### src/rtl/key_scan_ctrl_if.sv
// Event delivery handshake between key_scan_ctrl (master) and its consumer (slave).
interface key_scan_ctrl_if;
    logic       o_evt_valid;
    logic [3:0] o_evt_key;
    logic [1:0] o_evt_type;
    logic       i_evt_ready;

    modport master (output o_evt_valid, o_evt_key, o_evt_type, input  i_evt_ready);
    modport slave  (input  o_evt_valid, o_evt_key, o_evt_type, output i_evt_ready);
endinterface

### src/rtl/key_scan_ctrl.sv
// Round-robin 3-sample debouncer for NUM_KEYS buttons with a 1-entry press/release event register.
// Optional long-press events are enabled by defining KEY_SCAN_CTRL_LONG_EN.
module key_scan_ctrl #(
    parameter int unsigned NUM_KEYS   = 4,
    parameter int unsigned TICK_DIV   = 50000,
    parameter int unsigned LONG_TICKS = 100
) (
    input  logic                sys_clk,
    input  logic                sys_rst_n,
    input  logic [NUM_KEYS-1:0] i_btn,
    output logic [NUM_KEYS-1:0] o_level,
    key_scan_ctrl_if.master     evt,
    output logic                o_overflow,
    input  logic                i_clr_ovf
);
    localparam int unsigned TICK_W = (TICK_DIV > 1) ? $clog2(TICK_DIV) : 1;
    localparam int unsigned PTR_W  = (NUM_KEYS > 1) ? $clog2(NUM_KEYS) : 1;

    logic [TICK_W-1:0]   tick_q;
    logic                clk_flag;
    logic [PTR_W-1:0]    ptr_q;
    logic [PTR_W-1:0]    svc_key_q;
    logic                svc_q;
    logic [2:0]          hist_q [NUM_KEYS];
    logic [NUM_KEYS-1:0] level_d;
    logic [NUM_KEYS-1:0] level_q;
    logic                long_hit_q;
    logic                st_valid_d, st_valid_q;
    logic [3:0]          st_key_q;
    logic [1:0]          st_type_d, st_type_q;
    logic                evt_valid_d, evt_valid_q;
    logic [3:0]          evt_key_d, evt_key_q;
    logic [1:0]          evt_type_d, evt_type_q;
    logic                ovf_d, ovf_q;

    assign clk_flag = (tick_q == TICK_W'(TICK_DIV - 1));

    always_ff @(posedge sys_clk or negedge sys_rst_n) begin
        if (!sys_rst_n) tick_q <= '0;
        else            tick_q <= clk_flag ? '0 : tick_q + TICK_W'(1);
    end

    // Service one key per tick; svc_q/svc_key_q mark the cycle its level may change.
    always_ff @(posedge sys_clk or negedge sys_rst_n) begin
        if (!sys_rst_n) begin
            ptr_q     <= '0;
            svc_q     <= 1'b0;
            svc_key_q <= '0;
            for (int k = 0; k < NUM_KEYS; k++) hist_q[k] <= 3'b000;
        end else begin
            svc_q <= clk_flag;
            if (clk_flag) begin
                hist_q[ptr_q] <= {hist_q[ptr_q][1:0], i_btn[ptr_q]};
                svc_key_q     <= ptr_q;
                ptr_q         <= (ptr_q == PTR_W'(NUM_KEYS - 1)) ? '0 : ptr_q + PTR_W'(1);
            end
        end
    end

    always_comb begin
        level_d = '0;
        for (int k = 0; k < NUM_KEYS; k++) level_d[k] = &hist_q[k];
    end

    always_ff @(posedge sys_clk or negedge sys_rst_n) begin
        if (!sys_rst_n) level_q <= '0;
        else            level_q <= level_d;
    end

`ifdef KEY_SCAN_CTRL_LONG_EN
    localparam int unsigned CNT_RAW_W = $clog2(LONG_TICKS + 1);
    localparam int unsigned CNT_W     = (CNT_RAW_W < 7) ? 7 : CNT_RAW_W;

    logic [CNT_W-1:0] hold_q [NUM_KEYS];

    // Hold counter saturates at LONG_TICKS so the long-press fires once per hold.
    always_ff @(posedge sys_clk or negedge sys_rst_n) begin
        if (!sys_rst_n) begin
            long_hit_q <= 1'b0;
            for (int k = 0; k < NUM_KEYS; k++) hold_q[k] <= '0;
        end else begin
            long_hit_q <= 1'b0;
            if (clk_flag && level_q[ptr_q] && (hold_q[ptr_q] != CNT_W'(LONG_TICKS))) begin
                hold_q[ptr_q] <= hold_q[ptr_q] + CNT_W'(1);
                long_hit_q    <= (hold_q[ptr_q] == CNT_W'(LONG_TICKS - 1));
            end
            for (int k = 0; k < NUM_KEYS; k++) begin
                if (level_q[k] && !level_d[k]) hold_q[k] <= '0;
            end
        end
    end
`else
    assign long_hit_q = 1'b0;
`endif

    // A level change on the serviced key outranks a long-press from the same visit.
    always_comb begin
        st_valid_d = 1'b0;
        st_type_d  = 2'd0;
        if (svc_q) begin
            if (level_d[svc_key_q] != level_q[svc_key_q]) begin
                st_valid_d = 1'b1;
                st_type_d  = level_d[svc_key_q] ? 2'd0 : 2'd1;
            end else if (long_hit_q) begin
                st_valid_d = 1'b1;
                st_type_d  = 2'd2;
            end
        end
    end

    always_ff @(posedge sys_clk or negedge sys_rst_n) begin
        if (!sys_rst_n) begin
            st_valid_q <= 1'b0;
            st_key_q   <= '0;
            st_type_q  <= '0;
        end else begin
            st_valid_q <= st_valid_d;
            st_key_q   <= 4'(svc_key_q);
            st_type_q  <= st_type_d;
        end
    end

    // Single-entry event register; a new event that cannot be accepted sets the sticky overflow.
    always_comb begin
        evt_valid_d = evt_valid_q;
        evt_key_d   = evt_key_q;
        evt_type_d  = evt_type_q;
        ovf_d       = ovf_q;
        if (evt_valid_q && evt.i_evt_ready) evt_valid_d = 1'b0;
        if (i_clr_ovf) ovf_d = 1'b0;
        if (st_valid_q) begin
            if (!evt_valid_q || evt.i_evt_ready) begin
                evt_valid_d = 1'b1;
                evt_key_d   = st_key_q;
                evt_type_d  = st_type_q;
            end else begin
                ovf_d = 1'b1;
            end
        end
    end

    always_ff @(posedge sys_clk or negedge sys_rst_n) begin
        if (!sys_rst_n) begin
            evt_valid_q <= 1'b0;
            evt_key_q   <= '0;
            evt_type_q  <= '0;
            ovf_q       <= 1'b0;
        end else begin
            evt_valid_q <= evt_valid_d;
            evt_key_q   <= evt_key_d;
            evt_type_q  <= evt_type_d;
            ovf_q       <= ovf_d;
        end
    end

    assign o_level         = level_q;
    assign o_overflow      = ovf_q;
    assign evt.o_evt_valid = evt_valid_q;
    assign evt.o_evt_key   = evt_key_q;
    assign evt.o_evt_type  = evt_type_q;
endmodule

### src/flat_wrapper.sv
// flat-port wrapper written by rule: the top's interface ports become plain ports
module key_scan_ctrl_flat 
#(
    parameter int unsigned NUM_KEYS   = 4,
    parameter int unsigned TICK_DIV   = 50000,
    parameter int unsigned LONG_TICKS = 100
)
  (sys_clk, sys_rst_n, i_btn, o_level, o_overflow, i_clr_ovf, evt_o_evt_valid, evt_o_evt_key, evt_o_evt_type, evt_i_evt_ready);
  key_scan_ctrl_if evt_i ();
  input  logic sys_clk;
  input  logic sys_rst_n;
  input  logic [NUM_KEYS-1:0] i_btn;
  output logic [NUM_KEYS-1:0] o_level;
  output logic o_overflow;
  input  logic i_clr_ovf;
  output wire logic [$bits(evt_i.o_evt_valid)-1:0] evt_o_evt_valid;
  output wire logic [$bits(evt_i.o_evt_key)-1:0] evt_o_evt_key;
  output wire logic [$bits(evt_i.o_evt_type)-1:0] evt_o_evt_type;
  input wire logic [$bits(evt_i.i_evt_ready)-1:0] evt_i_evt_ready;
  assign evt_o_evt_valid = evt_i.o_evt_valid;
  assign evt_o_evt_key = evt_i.o_evt_key;
  assign evt_o_evt_type = evt_i.o_evt_type;
  assign evt_i.i_evt_ready = evt_i_evt_ready;
  key_scan_ctrl #(.NUM_KEYS(NUM_KEYS), .TICK_DIV(TICK_DIV), .LONG_TICKS(LONG_TICKS)) u_core (.sys_clk(sys_clk), .sys_rst_n(sys_rst_n), .i_btn(i_btn), .o_level(o_level), .evt(evt_i), .o_overflow(o_overflow), .i_clr_ovf(i_clr_ovf));
endmodule
### config.mk
export PLATFORM = sky130hd
export DESIGN_NAME = key_scan_ctrl_flat
export DESIGN_NICKNAME = d
export VERILOG_FILES = /design/src/rtl/key_scan_ctrl_if.sv /design/src/rtl/key_scan_ctrl.sv /design/src/flat_wrapper.sv
export SDC_FILE = /design/constraint.sdc
export NUM_CORES = 1
export LEC_CHECK = 0
export ABC_CLOCK_PERIOD_IN_PS = 3200
export CORE_MARGIN = 8
export CORE_UTILIZATION = 60
export CTS_CLUSTER_SIZE = 14
export DETAILED_ROUTE_END_ITERATION = 12
export PLACE_DENSITY = 0.86
export SLEW_MARGIN = 10
export SYNTH_ARGS = -nofsm -noshare
export SYNTH_HDL_FRONTEND = slang
export SYNTH_SLANG_ARGS = --single-unit
### constraint.sdc
create_clock -name sys_clk -period 3.2 [get_ports sys_clk]
set_input_delay 0.32 -clock sys_clk [delete_from_list [all_inputs] [get_ports sys_clk]]
set_output_delay 0.32 -clock sys_clk [all_outputs]
set_load 0.005 [all_outputs]
==> reports/qor.log, run 1 <==
[critical_path] Crit path arrival time 2080 ps
[clock_network] quantity of hold-fixing buffers added after cts 0
[finish] Core Util, Final 70.7%
[yosys] number of synthesized flops with an enable pin 0
[yosys] Yosys cell types 31
[routing] drt first-iter violations 53
[routing] number of search-and-repair iterations in the first detailed-routing pass 4
[run_status] result of the run complete, no violations
[power] Max VDD drop 273 uV
[clock_network] post-cts sizing count 0
[floorplan] initial core utilization 62.3%
[timing] largest clock skew in the final design 12.7 ps
[routing] vias post-DR 1225
[timing] Tightest Pin Transition 950 ps
[timing] clock period minus worst slack 1810 ps
[timing] setup total negative slack 0 ps
[finish] fill count 235
[critical_path] startpoint class of the critical path register
[floorplan] I/O pin total 20
[critical_path] slowest CP cell sky130_fd_sc_hd__dfrtp_1
[yosys] number of instances in the synthesized netlist 158
[routing] post-detailed-route DRC marker count 0
[timing] tightest slew margin relative to the limit 36.6%
[job] max-cap violations 0
[yosys] synthesized area 2080 sq um
[routing] sum of routed wire length over all layers 3680 um
[clock_network] number of buffers inserted by post-CTS setup repair 0
[clock_network] number of buffers between clock root and the deepest sink 2
[critical_path] Worst Path Max Fanout 21
[yosys] number of register bits inferred by synthesis 46
[critical_path] peak per-stage delay on the critical path 420 ps
[finish] P&R area growth vs syn 13.5%
[critical_path] Largest delay share family, worst path simple AND/OR/NAND/NOR gates
[timing] pins over their slew limit 0
[global_routing] initial antenna violation count 0
[global_routing] total track usage 15.4%
[timing] final worst-path cycle share 56.5%
[clock_network] clock network latency to the later pin of the worst-skew pair 370 ps
[timing] setup violators final 0
[clock_network] TritonCTS buffer count 5
[timing] final hold viol count 0
[critical_path] critical setup path kind register to register
[yosys] fraction of registers with async set or reset after synthesis 100%
[critical_path] worst path buffer plus inverter count 0
[floorplan] die width 74.9 um
[global_routing] via count of the first global-routing pass 1352
[clock_network] clock-pin transition on the worst setup and hold timing paths 130 ps
[finish] nets@finish 191
[yosys] mean cell area of the mapped netlist 13.2 sq um
[clock_network] Sink Count 46
[critical_path] required time of the worst setup path 3470 ps
[placement] final RePlAce weighted congestion 0.816
[timing] setup repair after global routing missed its margin false
[floorplan] die area 5610 sq um
[power] Pwr per Cell Area 442 nW/um^2
[routing] mean number of vias per cell 5.47
[critical_path] crit path capture type register
[global_routing] maximum number of pins on one net before global-route repair 47
[placement] half-perimeter wire length after placement 2740 um
[yosys] leading post-synthesis cells by cell area sky130_fd_sc_hd__dfrtp_1, sky130_fd_sc_hd__mux2_2, sky130_fd_sc_hd__mux2_4
[timing] maximum frequency from static timing analysis 553 MHz
[finish] share of cells above drive strength 1 20.8%
[yosys] leading cell types by count after synthesis sky130_fd_sc_hd__dfrtp_1, sky130_fd_sc_hd__mux2_2, sky130_fd_sc_hd__nand2_1, sky130_fd_sc_hd__nor2_1, sky130_fd_sc_hd__xnor2_1
[yosys] fraction of synthesized cell area taken by the top area cell type 55.4%
[yosys] Yosys warnings 0
[floorplan] num rows 21
[floorplan] Core Region 3340 sq um
[global_routing] first-pass GRT wire length 6400 um
[yosys] post-synthesis cell type with the largest combined area sky130_fd_sc_hd__dfrtp_1
[clock_network] TritonCTS clock tree done
[yosys] commonest register cell after synthesis sky130_fd_sc_hd__dfrtp_1
[power] leakage power of the design 0.00114 uW
[placement] port bufs 16
[finish] antenna cell count 0
[yosys] most common cell in the synthesized netlist sky130_fd_sc_hd__dfrtp_1
[floorplan] Chip Height 74.9 um
[clock_network] cell at the root of the clock tree sky130_fd_sc_hd__clkbuf_4
[global_routing] GRT Residual Overflow 0
[yosys] sequential share of the synthesized area 55.4%
[clock_network] H-tree depth 2
[min_path] Hold Path Class input pin to async pin
[routing] WL per Instance 16.4 um
[routing] Antenna Nets Post-Route 0
[critical_path] worst-path cell chain ha_1 -> and3_1 -> and4_4 -> nand2_1 -> mux2_2
## worst paths after layout
kind                            cells after the start                              endpoint  slack (ps)                       startpoint
min in group sys_clk                                0          u_core.st_key_q[1]$_DFF_PN0_         450  u_core.svc_key_q[1]$_DFFE_PN0N_
max in group asynchronous                           1  u_core.evt.o_evt_type[0]$_DFFE_PN0P_        2530                        sys_rst_n
worst min register to register                      0          u_core.st_key_q[1]$_DFF_PN0_         450  u_core.svc_key_q[1]$_DFFE_PN0N_
worst min-delay path                                1           u_core.tick_q[13]$_DFF_PN0_          80                        sys_rst_n
worst max register to register                      5          u_core.hist_q[8]$_DFFE_PN0P_        1390       u_core.tick_q[0]$_DFF_PN0_
worst max-delay path                                5          u_core.hist_q[8]$_DFFE_PN0P_        1390       u_core.tick_q[0]$_DFF_PN0_
## flip-flops by register name (all words and copies together), names as in the netlist
signal,count
u_core.tick_q,16
u_core.hist_q,12
u_core.o_level,4
u_core.evt.o_evt_key,2
u_core.ptr_q,2
u_core.st_key_q,2
u_core.svc_key_q,2
u_core.evt.o_evt_type,1
u_core.evt.o_evt_valid,1
u_core.o_overflow,1
u_core.st_type_q,1
u_core.st_valid_q,1
u_core.svc_q,1
## kinds of logic after synthesis
logic type	synth area share, %
fa+ha+maj	3.61
buf+inv	3.31
xor+xnor	5.48
mux	16.1
flops	55.4
other cells	0.180
simple gates	15.0
compound gates	1.02
## layout make-up
class                   count  area [sq um]  share of cell area, %
well taps                  46          57.6                   2.44
multi-input cells         102           867                   36.7
repair buffers             16           155                   6.57
clock buffers               5          37.5                   1.59
clock inverters             3          68.8                   2.92
inverters                   6          22.5                  0.954
flip-flops and latches     46          1150                   48.8
## per-stage QoR
stage | area (sq um) | hold slack [ps] | std cells | setup slack [ps] | power, uW
after floorplan | 2090 | 24.4 | 160 | 1610 | 605
after global placement | 2250 | 405 | 216 | 1510 | 622
after detailed placement | 2250 | 410 | 216 | 1420 | 623
after CTS | 2360 | 105 | 224 | 1390 | 1050
after global routing | 2360 | 165 | 224 | 1290 | 1080
final | 2360 | 80.0 | 224 | 1390 | 1040
## layout by cell type (no fill, tap or decap), types with 6 or more instances in the layout
master	instances
sky130_fd_sc_hd__xnor2_1	9
sky130_fd_sc_hd__mux2_4	6
sky130_fd_sc_hd__ha_1	6
sky130_fd_sc_hd__dfrtp_1	46
sky130_fd_sc_hd__nor2_1	11
sky130_fd_sc_hd__inv_1	6
sky130_fd_sc_hd__nand2_1	11
sky130_fd_sc_hd__mux2_2	11
sky130_fd_sc_hd__clkdlybuf4s50_1	15
sky130_fd_sc_hd__and3_1	6
## layer usage
metal | wire, um | up-vias | global-route usage, %
li1 | - | 578 | -
met1 | 1640 | 620 | 17.2
met4 | 63 | 0 | 6.52
met5 | 0 | - | 0
met3 | 181 | 7 | 4.39
met2 | 1790 | 20 | 26.8
## report_power, final
part | internal, uW | switching [uW] | total, uW | leakage, uW
Sequential | 584 | 2.09 | 586 | 0.000619
Clock | 244 | 188 | 433 | 0.0000554
Combinational | 11.3 | 14.4 | 25.6 | 0.000463
Total | 839 | 205 | 1040 | 0.00114
Note: power is estimated with default switching activity, not from simulation.
==> inputs of run 2 (changes only) <==
--- a/config.mk
+++ b/config.mk
@@ -5,12 +5,12 @@
 export SDC_FILE = /design/constraint.sdc
 export NUM_CORES = 1
 export LEC_CHECK = 0
-export ABC_CLOCK_PERIOD_IN_PS = 3200
+export ABC_CLOCK_PERIOD_IN_PS = 1650
 export CORE_MARGIN = 8
-export CORE_UTILIZATION = 60
+export CORE_UTILIZATION = 50
 export CTS_CLUSTER_SIZE = 14
 export DETAILED_ROUTE_END_ITERATION = 12
-export PLACE_DENSITY = 0.86
+export PLACE_DENSITY = 0.77
 export SLEW_MARGIN = 10
 export SYNTH_ARGS = -nofsm -noshare
 export SYNTH_HDL_FRONTEND = slang
==> constraint.sdc (replaced) <==
create_clock -name sys_clk -period 1.65 [get_ports sys_clk]
set_input_delay 0.165 -clock sys_clk [delete_from_list [all_inputs] [get_ports sys_clk]]
set_output_delay 0.165 -clock sys_clk [all_outputs]
set_load 0.005 [all_outputs]
==> run 2 against run 1 <==
Net effect: sequential power increased by 93%; first-iteration DRC count is 34% higher; count of clock-buffer cells in the layout stayed put; fmax rose by 12%; via count rose by 1.5%; final cell count up 6.7%; clock skew shrank 8.0 ps; highest routed layer unchanged; critical path type unchanged; critical path depth unchanged; flip-flop and latch count is the same; clock power up 46%; combinational power rose by 110%.
==> reports/qor.log, run 2 (synthesis gave the netlist of run 1 again) <==
[run_status] result of the run complete, no violations [unchanged]
[routing] vias post-DR 1243 [was 1225]
[floorplan] initial core utilization 52.0% [was 62.3%]
[global_routing] via count of the first global-routing pass 1234 [was 1352]
[placement] instance area after placement 2300 sq um [was 2250 sq um]
[finish] nets@finish 203 [was 191]
[critical_path] Worst Path Max Fanout 5 [was 21]
[placement] port bufs 16 [unchanged]
[clock_network] Sink Count 46 [unchanged]
[floorplan] die area 6480 sq um [was 5610 sq um]
[critical_path] r2r startpoint u_core.tick_q[1]$_DFF_PN0_ [was u_core.tick_q[0]$_DFF_PN0_]
[timing] maximum frequency from static timing analysis 621 MHz [was 553 MHz]
[global_routing] first-pass GRT wire length 5980 um [was 6400 um]
[routing] Antenna Nets Post-Route 0 [unchanged]
[finish] most frequent standard cell in the layout excluding fill and tap cells sky130_fd_sc_hd__dfrtp_1 [unchanged]
[timing] worst hold slack across all endpoints 430 ps [was 80.0 ps]
[clock_network] clock network latency to the later pin of the worst-skew pair 290 ps [was 370 ps]
[critical_path] Crit path arrival time 1790 ps [was 2080 ps]
[routing] mean number of vias per cell 5.20 [was 5.47]
[finish] antenna cell count 0 [unchanged]
[critical_path] critical setup path kind register to register [unchanged]
[clock_network] TritonCTS clock tree done [unchanged]
[power] switching power total 381 uW [was 205 uW]
[timing] Tightest Pin Transition 554 ps [was 950 ps]
[timing] setup violators final 0 [unchanged]
[min_path] Min-Delay Startpoint u_core.svc_key_q[1]$_DFFE_PN0N_
[timing] largest clock skew in the final design 4.70 ps [was 12.7 ps]
[placement] half-perimeter wire length after placement 2610 um [was 2740 um]
[critical_path] CP Launch Point u_core.tick_q[1]$_DFF_PN0_ [was u_core.tick_q[0]$_DFF_PN0_]
[global_routing] GRT Residual Overflow 0 [unchanged]
[power] clock share of power 34.8% [was 41.4%]
[min_path] Hold Path Class register to register [was input pin to async pin]
[timing] final hold viol count 0 [unchanged]
[critical_path] number of cells traversed by the worst register-to-register path 5 [unchanged]
[clock_network] H-tree depth 2 [unchanged]
[floorplan] I/O pin total 20 [unchanged]
[power] Pwr per Cell Area 745 nW/um^2 [was 442 nW/um^2]
[timing] clock period minus worst slack 1610 ps [was 1810 ps]
[finish] Core Util, Final 61.1% [was 70.7%]
[routing] WL per Instance 15.1 um [was 16.4 um]
[min_path] worst hold path stage count 0
[finish] largest register by flop count u_core.tick_q [unchanged]
[floorplan] Core Region 4000 sq um [was 3340 sq um]
[global_routing] maximum number of pins on one net before global-route repair 47 [unchanged]
[power] Combinational Power Share 2.9% [was 2.5%]
[floorplan] num rows 23 [was 21]
[routing] post-detailed-route DRC marker count 0 [unchanged]
[clock_network] cell at the root of the clock tree sky130_fd_sc_hd__clkbuf_8 [was sky130_fd_sc_hd__clkbuf_4]
[finish] Largest register FFs 16 [unchanged]
[timing] tightest slew margin relative to the limit 63.1% [was 36.6%]
[routing] drt first-iter violations 71 [was 53]
[floorplan] die width 80.5 um [was 74.9 um]
[clock_network] number of buffers between clock root and the deepest sink 2 [unchanged]
[timing] setup total negative slack 0 ps [unchanged]
[routing] number of search-and-repair iterations in the first detailed-routing pass 4 [unchanged]
[finish] most frequent cells in the layout sky130_fd_sc_hd__dfrtp_1, sky130_fd_sc_hd__clkdlybuf4s50_1, sky130_fd_sc_hd__mux2_2, sky130_fd_sc_hd__nand2_1, sky130_fd_sc_hd__nor2_1 [unchanged]
[floorplan] Chip Height 80.5 um [was 74.9 um]
[finish] P&R area growth vs syn 17.5% [was 13.5%]
[timing] final worst-path cycle share 97.7% [was 56.5%]
[power] Internal Pwr Total 1440 uW [was 839 uW]
[placement] final RePlAce weighted congestion 0.856 [was 0.816]
[critical_path] required time of the worst setup path 1830 ps [was 3470 ps]
[power] Max VDD drop 446 uV [was 273 uV]
[global_routing] total track usage 12.0% [was 15.4%]
[timing] pins over their slew limit 0 [unchanged]
[finish] final non-filler cell area 2440 sq um [was 2360 sq um]
[global_routing] initial antenna violation count 0 [unchanged]
[clock_network] clock-pin transition on the worst setup and hold timing paths 80 ps [was 130 ps]
[job] max-cap violations 0 [unchanged]
[power] fraction of power consumed by sequential logic 62.3% [was 56.1%]
[power] Final Total Pwr 1820 uW [was 1040 uW]
[power] leakage power of the design 0.00118 uW [was 0.00114 uW]
[critical_path] Reg-to-Reg End u_core.hist_q[10]$_DFFE_PN0P_ [was u_core.hist_q[8]$_DFFE_PN0P_]
[routing] sum of routed wire length over all layers 3620 um [was 3680 um]
[critical_path] setup slack of the worst register-to-register path 40 ps [was 1390 ps]
[power] Net Sw Frac 20.9% [was 19.6%]
[min_path] end of the worst hold path u_core.st_key_q[1]$_DFF_PN0_
[finish] fill count 297 [was 235]
[finish] share of cells above drive strength 1 25.4% [was 20.8%]
[critical_path] startpoint class of the critical path register [unchanged]
[clock_network] TritonCTS buffer count 5 [unchanged]
[critical_path] crit path capture type register [unchanged]
run 2: cell types whose count changed in the layout (fill, tap and decap cells not counted), sizes merged:
cell	change
bufinv	-2
and4	+1
buf	+10
clkinv	+1
dlygate4sd3	+1
run 2: worst max-delay path: stages (launching register included):
cell and delay (ps):
sky130_fd_sc_hd__dfrtp_1 370, sky130_fd_sc_hd__ha_2 200, sky130_fd_sc_hd__and3_1 220, sky130_fd_sc_hd__and4_4 300, sky130_fd_sc_hd__nand2_1 120, sky130_fd_sc_hd__mux2_2 280
run 2: stage by stage:
stage | cells | setup WS, ps
2_1_floorplan | 160 | 61.3
3_3_place_gp | 226 | 70.3
3_5_place_dp | 226 | 15.8
4_1_cts | 234 | 6.14
5_1_grt | 239 | -41.6
6_report | 239 | 38.7
run 2: layout make-up:
| class | count | area, sq um | share of cell area, % |
|---|---|---|---|
| timing repair buffer | 27 | 240 | 9.83 |
| tap | 50 | 62.6 | 2.56 |
| multi-input combinational | 103 | 888 | 36.4 |
| clock buffer | 5 | 68.8 | 2.82 |
| sequential | 46 | 1150 | 47.1 |
| clock inverter | 2 | 10.0 | 0.410 |
| inverter | 6 | 22.5 | 0.922 |
run 2: worst max-delay path by stage:
stage / end / slack, ps / cells after the start
5_1_grt: u_core.hist_q[9]$_DFFE_PN0P_ / -40 / 5
4_1_cts: u_core.hist_q[10]$_DFFE_PN0P_ / 6 / 5
6_report: u_core.hist_q[10]$_DFFE_PN0P_ / 40 / 5
3_5_place_dp: u_core.hist_q[10]$_DFFE_PN0P_ / 20 / 4
3_3_place_gp: u_core.hist_q[9]$_DFFE_PN0P_ / 70 / 4
2_1_floorplan: u_core.hist_q[0]$_DFFE_PN0P_ / 60 / 6
run 2: routing by layer:
layer	share of wire [%]	vias to the layer above	routed length (um)	global-route usage, %
met5	0	-	0	0
met4	1.4	0	51	4.91
met3	4.1	6	150	4.02
met2	49	22	1770	18.4
met1	45	615	1640	15.0
li1	-	600	-	-
run 2: power by group through the flow:
| stage | clock, uW | combinational, uW | sequential [uW] |
|---|---|---|---|
| after CTS | 652 | 55.2 | 1130 |
| after global placement | 0 | 51.3 | 1160 |
| final | 633 | 53.3 | 1130 |
| after floorplan | 0 | 17.9 | 1160 |
| after global routing | 716 | 62.1 | 1140 |
| after detailed placement | 0 | 52.5 | 1160 |
run 2: what timing repair did:
item | in CTS | in global routing
hold buffers | 1 | 0
gates resized for setup | 0 | 2
hold endpoints to repair | 46 | 0
buffers inserted | 0 | 4
endpoints found under the setup margin | 0 | 13
==> inputs of run 3 (changes only) <==
--- a/config.mk
+++ b/config.mk
@@ -5,13 +5,14 @@
 export SDC_FILE = /design/constraint.sdc
 export NUM_CORES = 1
 export LEC_CHECK = 0
+export ABC_AREA = 1
 export ABC_CLOCK_PERIOD_IN_PS = 1650
-export CORE_MARGIN = 8
-export CORE_UTILIZATION = 50
+export CORE_UTILIZATION = 51
 export CTS_CLUSTER_SIZE = 14
 export DETAILED_ROUTE_END_ITERATION = 12
-export PLACE_DENSITY = 0.77
+export PLACE_DENSITY = 0.78
 export SLEW_MARGIN = 10
 export SYNTH_ARGS = -nofsm -noshare
 export SYNTH_HDL_FRONTEND = slang
 export SYNTH_SLANG_ARGS = --single-unit
+export TNS_END_PERCENT = 1
==> run 3 against run 2 <==
Net effect: sequential power about the same; die area decreased by 26%; register-to-register slack improved by 99 ps; critical path type unchanged; critical endpoint is now u_core.hist_q[4]$_DFFE_PN0P_.
==> reports/qor.log, run 3 <==
[run_status] result of the run complete, no violations [unchanged]
[global_routing] GRT Residual Overflow 0 [unchanged]
[floorplan] die area 4780 sq um [was 6480 sq um]
[global_routing] maximum number of pins on one net before global-route repair 26 [was 47]
[timing] setup repair after global routing missed its margin false
[power] fraction of power consumed by sequential logic 58.9% [was 62.3%]
[power] Internal Pwr Total 1450 uW [was 1440 uW]
[power] Net Sw Frac 24.0% [was 20.9%]
[finish] Largest register FFs 16 [unchanged]
[finish] most frequent cells in the layout sky130_fd_sc_hd__nand2_1, sky130_fd_sc_hd__dfrtp_1, sky130_fd_sc_hd__inv_1 [was sky130_fd_sc_hd__dfrtp_1, sky130_fd_sc_hd__clkdlybuf4s50_1, sky130_fd_sc_hd__mux2_2, sky130_fd_sc_hd__nand2_1, sky130_fd_sc_hd__nor2_1]
[yosys] mean cell area of the mapped netlist 7.93 sq um [was 13.2 sq um]
[yosys] Yosys warnings 0 [unchanged]
[yosys] fraction of synthesized cell area taken by the top area cell type 50.0% [was 55.4%]
[yosys] fraction of registers with async set or reset after synthesis 100% [unchanged]
[timing] Tightest Pin Transition 508 ps [was 554 ps]
[routing] Antenna Nets Post-Route 0 [unchanged]
[floorplan] initial core utilization 52.8% [was 52.0%]
[yosys] number of synthesized flops with an enable pin 0 [unchanged]
[yosys] sequential share of the synthesized area 50.0% [was 55.4%]
[finish] largest register by flop count u_core.tick_q [unchanged]
[global_routing] initial antenna violation count 0 [unchanged]
[power] clock share of power 38.5% [was 34.8%]
[critical_path] slowest CP cell sky130_fd_sc_hd__dfrtp_1 [unchanged]
[routing] sum of routed wire length over all layers 4470 um [was 3620 um]
[floorplan] die width 69.2 um [was 80.5 um]
[timing] clock period minus worst slack 1510 ps [was 1610 ps]
[routing] post-detailed-route DRC marker count 0 [unchanged]
[floorplan] Core Region 4350 sq um [was 4000 sq um]
[clock_network] H-tree depth 2 [unchanged]
[power] switching power total 458 uW [was 381 uW]
[floorplan] Chip Height 69.2 um [was 80.5 um]
[finish] area used by sequential logic in the layout 1150 sq um [unchanged]
[global_routing] total track usage 20.7% [was 12.0%]
[clock_network] number of buffers inserted by post-CTS setup repair 0 [unchanged]
[power] Max VDD drop 380 uV [was 446 uV]
[clock_network] clock-pin transition on the worst setup and hold timing paths 90 ps [was 80 ps]
[critical_path] startpoint class of the critical path register [unchanged]
[timing] worst-case setup margin in the final layout 137 ps [was 38.7 ps]
[finish] most frequent standard cell in the layout excluding fill and tap cells sky130_fd_sc_hd__nand2_1 [was sky130_fd_sc_hd__dfrtp_1]
[floorplan] num rows 24 [was 23]
[clock_network] TritonCTS buffer count 5 [unchanged]
[finish] Core Util, Final 60.6% [was 61.1%]
[timing] setup violators final 0 [unchanged]
[yosys] post-synthesis cell type with the largest combined area sky130_fd_sc_hd__dfrtp_1 [unchanged]
[placement] half-perimeter wire length after placement 3180 um [was 2610 um]
[finish] area of the multi-input gates 972 sq um [was 888 sq um]
[min_path] Hold Path Class input pin to async pin [was register to register]
[global_routing] via count of the first global-routing pass 1713 [was 1234]
[placement] placed cell count 357 [was 226]
[yosys] number of instances in the synthesized netlist 290 [was 158]
[routing] number of search-and-repair iterations in the first detailed-routing pass 4 [unchanged]
[critical_path] peak per-stage delay on the critical path 400 ps [was 370 ps]
[timing] maximum frequency from static timing analysis 661 MHz [was 621 MHz]
[yosys] leading post-synthesis cells by cell area sky130_fd_sc_hd__dfrtp_1, sky130_fd_sc_hd__nand2_1, sky130_fd_sc_hd__inv_1 [was sky130_fd_sc_hd__dfrtp_1, sky130_fd_sc_hd__mux2_2, sky130_fd_sc_hd__mux2_4]
[timing] final worst-path cycle share 91.7% [was 97.7%]
[timing] largest clock skew in the final design 7.94 ps [was 4.70 ps]
[yosys] number of register bits inferred by synthesis 46 [unchanged]
[clock_network] number of buffers between clock root and the deepest sink 2 [unchanged]
[yosys] most common cell in the synthesized netlist sky130_fd_sc_hd__nand2_1 [was sky130_fd_sc_hd__dfrtp_1]
[yosys] leading cell types by count after synthesis sky130_fd_sc_hd__nand2_1, sky130_fd_sc_hd__dfrtp_1, sky130_fd_sc_hd__inv_1, sky130_fd_sc_hd__nor2_1, sky130_fd_sc_hd__nand3_1 [was sky130_fd_sc_hd__dfrtp_1, sky130_fd_sc_hd__mux2_2, sky130_fd_sc_hd__nand2_1, sky130_fd_sc_hd__nor2_1, sky130_fd_sc_hd__xnor2_1]
[yosys] synthesized area 2300 sq um [was 2080 sq um]
[finish] fill count 409 [was 297]
[placement] instance area after placement 2530 sq um [was 2300 sq um]
[job] max-cap violations 0 [unchanged]
[critical_path] worst-path cell chain ha_1 -> nand3_1 -> nor2_4 -> nand3_1 -> nand2_1 -> nand2_1 [was ha_2 -> and3_1 -> and4_4 -> nand2_1 -> mux2_2]
[timing] setup total negative slack 0 ps [unchanged]
[finish] non-filler cells in the finished layout 366 [was 239]
[finish] antenna cell count 0 [unchanged]
[yosys] commonest register cell after synthesis sky130_fd_sc_hd__dfrtp_1 [unchanged]
[power] Combinational Power Share 2.6% [was 2.9%]
[placement] final RePlAce weighted congestion 0.922 [was 0.856]
[critical_path] Worst Path Max Fanout 5 [unchanged]
[placement] setup slack after placement 137 ps [was 15.8 ps]
[floorplan] I/O pin total 20 [unchanged]
[critical_path] Crit path arrival time 1720 ps [was 1790 ps]
[power] Pwr per Cell Area 725 nW/um^2 [was 745 nW/um^2]
[global_routing] first-pass GRT wire length 7790 um [was 5980 um]
[clock_network] TritonCTS clock tree done [unchanged]
[critical_path] required time of the worst setup path 1850 ps [was 1830 ps]
[clock_network] cell at the root of the clock tree sky130_fd_sc_hd__clkbuf_8 [unchanged]
[routing] WL per Instance 12.2 um [was 15.1 um]
[critical_path] critical setup path kind register to register [unchanged]
[timing] tightest slew margin relative to the limit 66.1% [was 63.1%]
[finish] final non-filler cell area 2640 sq um [was 2440 sq um]
[finish] share of cells above drive strength 1 7.01% [was 25.4%]
[critical_path] number of cells traversed by the worst register-to-register path 6 [was 5]
[power] leakage power of the design 0.00136 uW [was 0.00118 uW]
[routing] vias post-DR 1883 [was 1243]
[clock_network] Sink Count 46 [unchanged]
[critical_path] crit path capture type register [unchanged]
[finish] P&R area growth vs syn 14.6% [was 17.5%]
[finish] nets@finish 327 [was 203]
[routing] mean number of vias per cell 5.14 [was 5.20]
[clock_network] clock network latency to the later pin of the worst-skew pair 310 ps [was 290 ps]
[placement] port bufs 16 [unchanged]
[timing] final hold viol count 0 [unchanged]
[yosys] Yosys cell types 25 [was 31]
[timing] pins over their slew limit 0 [unchanged]
[routing] drt first-iter violations 119 [was 71]
-- run 3: area by class of cell --
type	count	share of cell area [%]
clock buffers	5	2.61
clock inverters	3	0.949
inverters	38	5.41
multi-input cells	202	36.9
flip-flops and latches	46	43.6
well taps	52	2.47
repair buffers	20	8.06
-- run 3: metrics by stage --
stage               hold slack (ps)  total power (uW)
floorplan                      -131              1160
global placement                168              1200
detailed placement              168              1200
CTS                             372              1920
global route                    412              1980
finish                          355              1910
-- run 3: power by group through the flow --
stage | registers (uW) | logic, uW | clock network [uW]
after floorplan | 1150 | 10.6 | 0
after global placement | 1150 | 49.2 | 0
after detailed placement | 1150 | 50.2 | 0
after CTS | 1130 | 52.1 | 746
after global routing | 1130 | 57.9 | 791
final | 1130 | 49.5 | 736
-- run 3: path summary, 6_finish.rpt --
kind                                            start                                   to  slack, ps
max in group asynchronous                   sys_rst_n           u_core.tick_q[3]$_DFF_PN0_        790
setup / recovery           u_core.tick_q[0]$_DFF_PN0_         u_core.hist_q[4]$_DFFE_PN0P_        140
min in group sys_clk                        i_clr_ovf          u_core.o_overflow$_DFF_PN0_        440
setup reg to reg           u_core.tick_q[0]$_DFF_PN0_         u_core.hist_q[4]$_DFFE_PN0P_        140
hold / removal                              sys_rst_n  u_core.evt.o_evt_key[0]$_DFFE_PN0P_        350
hold reg to reg                u_core.svc_q$_DFF_PN0_        u_core.st_type_q[0]$_DFF_PN0_        480
-- run 3: cell families (layout without fill, tap and decap cells) --
logic type	Yosys count	after routing	synth area share (%)
xor+xnor	5	5	1.90
flops	46	46	50.0
mux	3	3	1.47
buf+inv	44	66	8.37
simple gates	169	169	30.8
compound gates	16	16	4.02
fa+ha+maj	6	6	3.26
other cells	1	3	0.163
-- run 3: critical path: cells and delay by family (launching register included) --
family,cells,cell delay (ps)
flops,1,400
fa+ha+maj,1,230
simple gates,5,770
-- run 3: metal layers --
layer  global-route usage (%)  wire (um)  part of all wire (%)
met1                     27.9       2090                    47
met2                     31.2       2150                    48
met3                     5.23        154                   3.4
met5                        0          0                     0
met4                     10.4         78                   1.7
-- run 3: repair_timing --
action                                  CTS  global route
gates resized for setup                   0             2
hold endpoints to repair                 21             0
hold buffers                              1             0
endpoints found under the setup margin    0            12
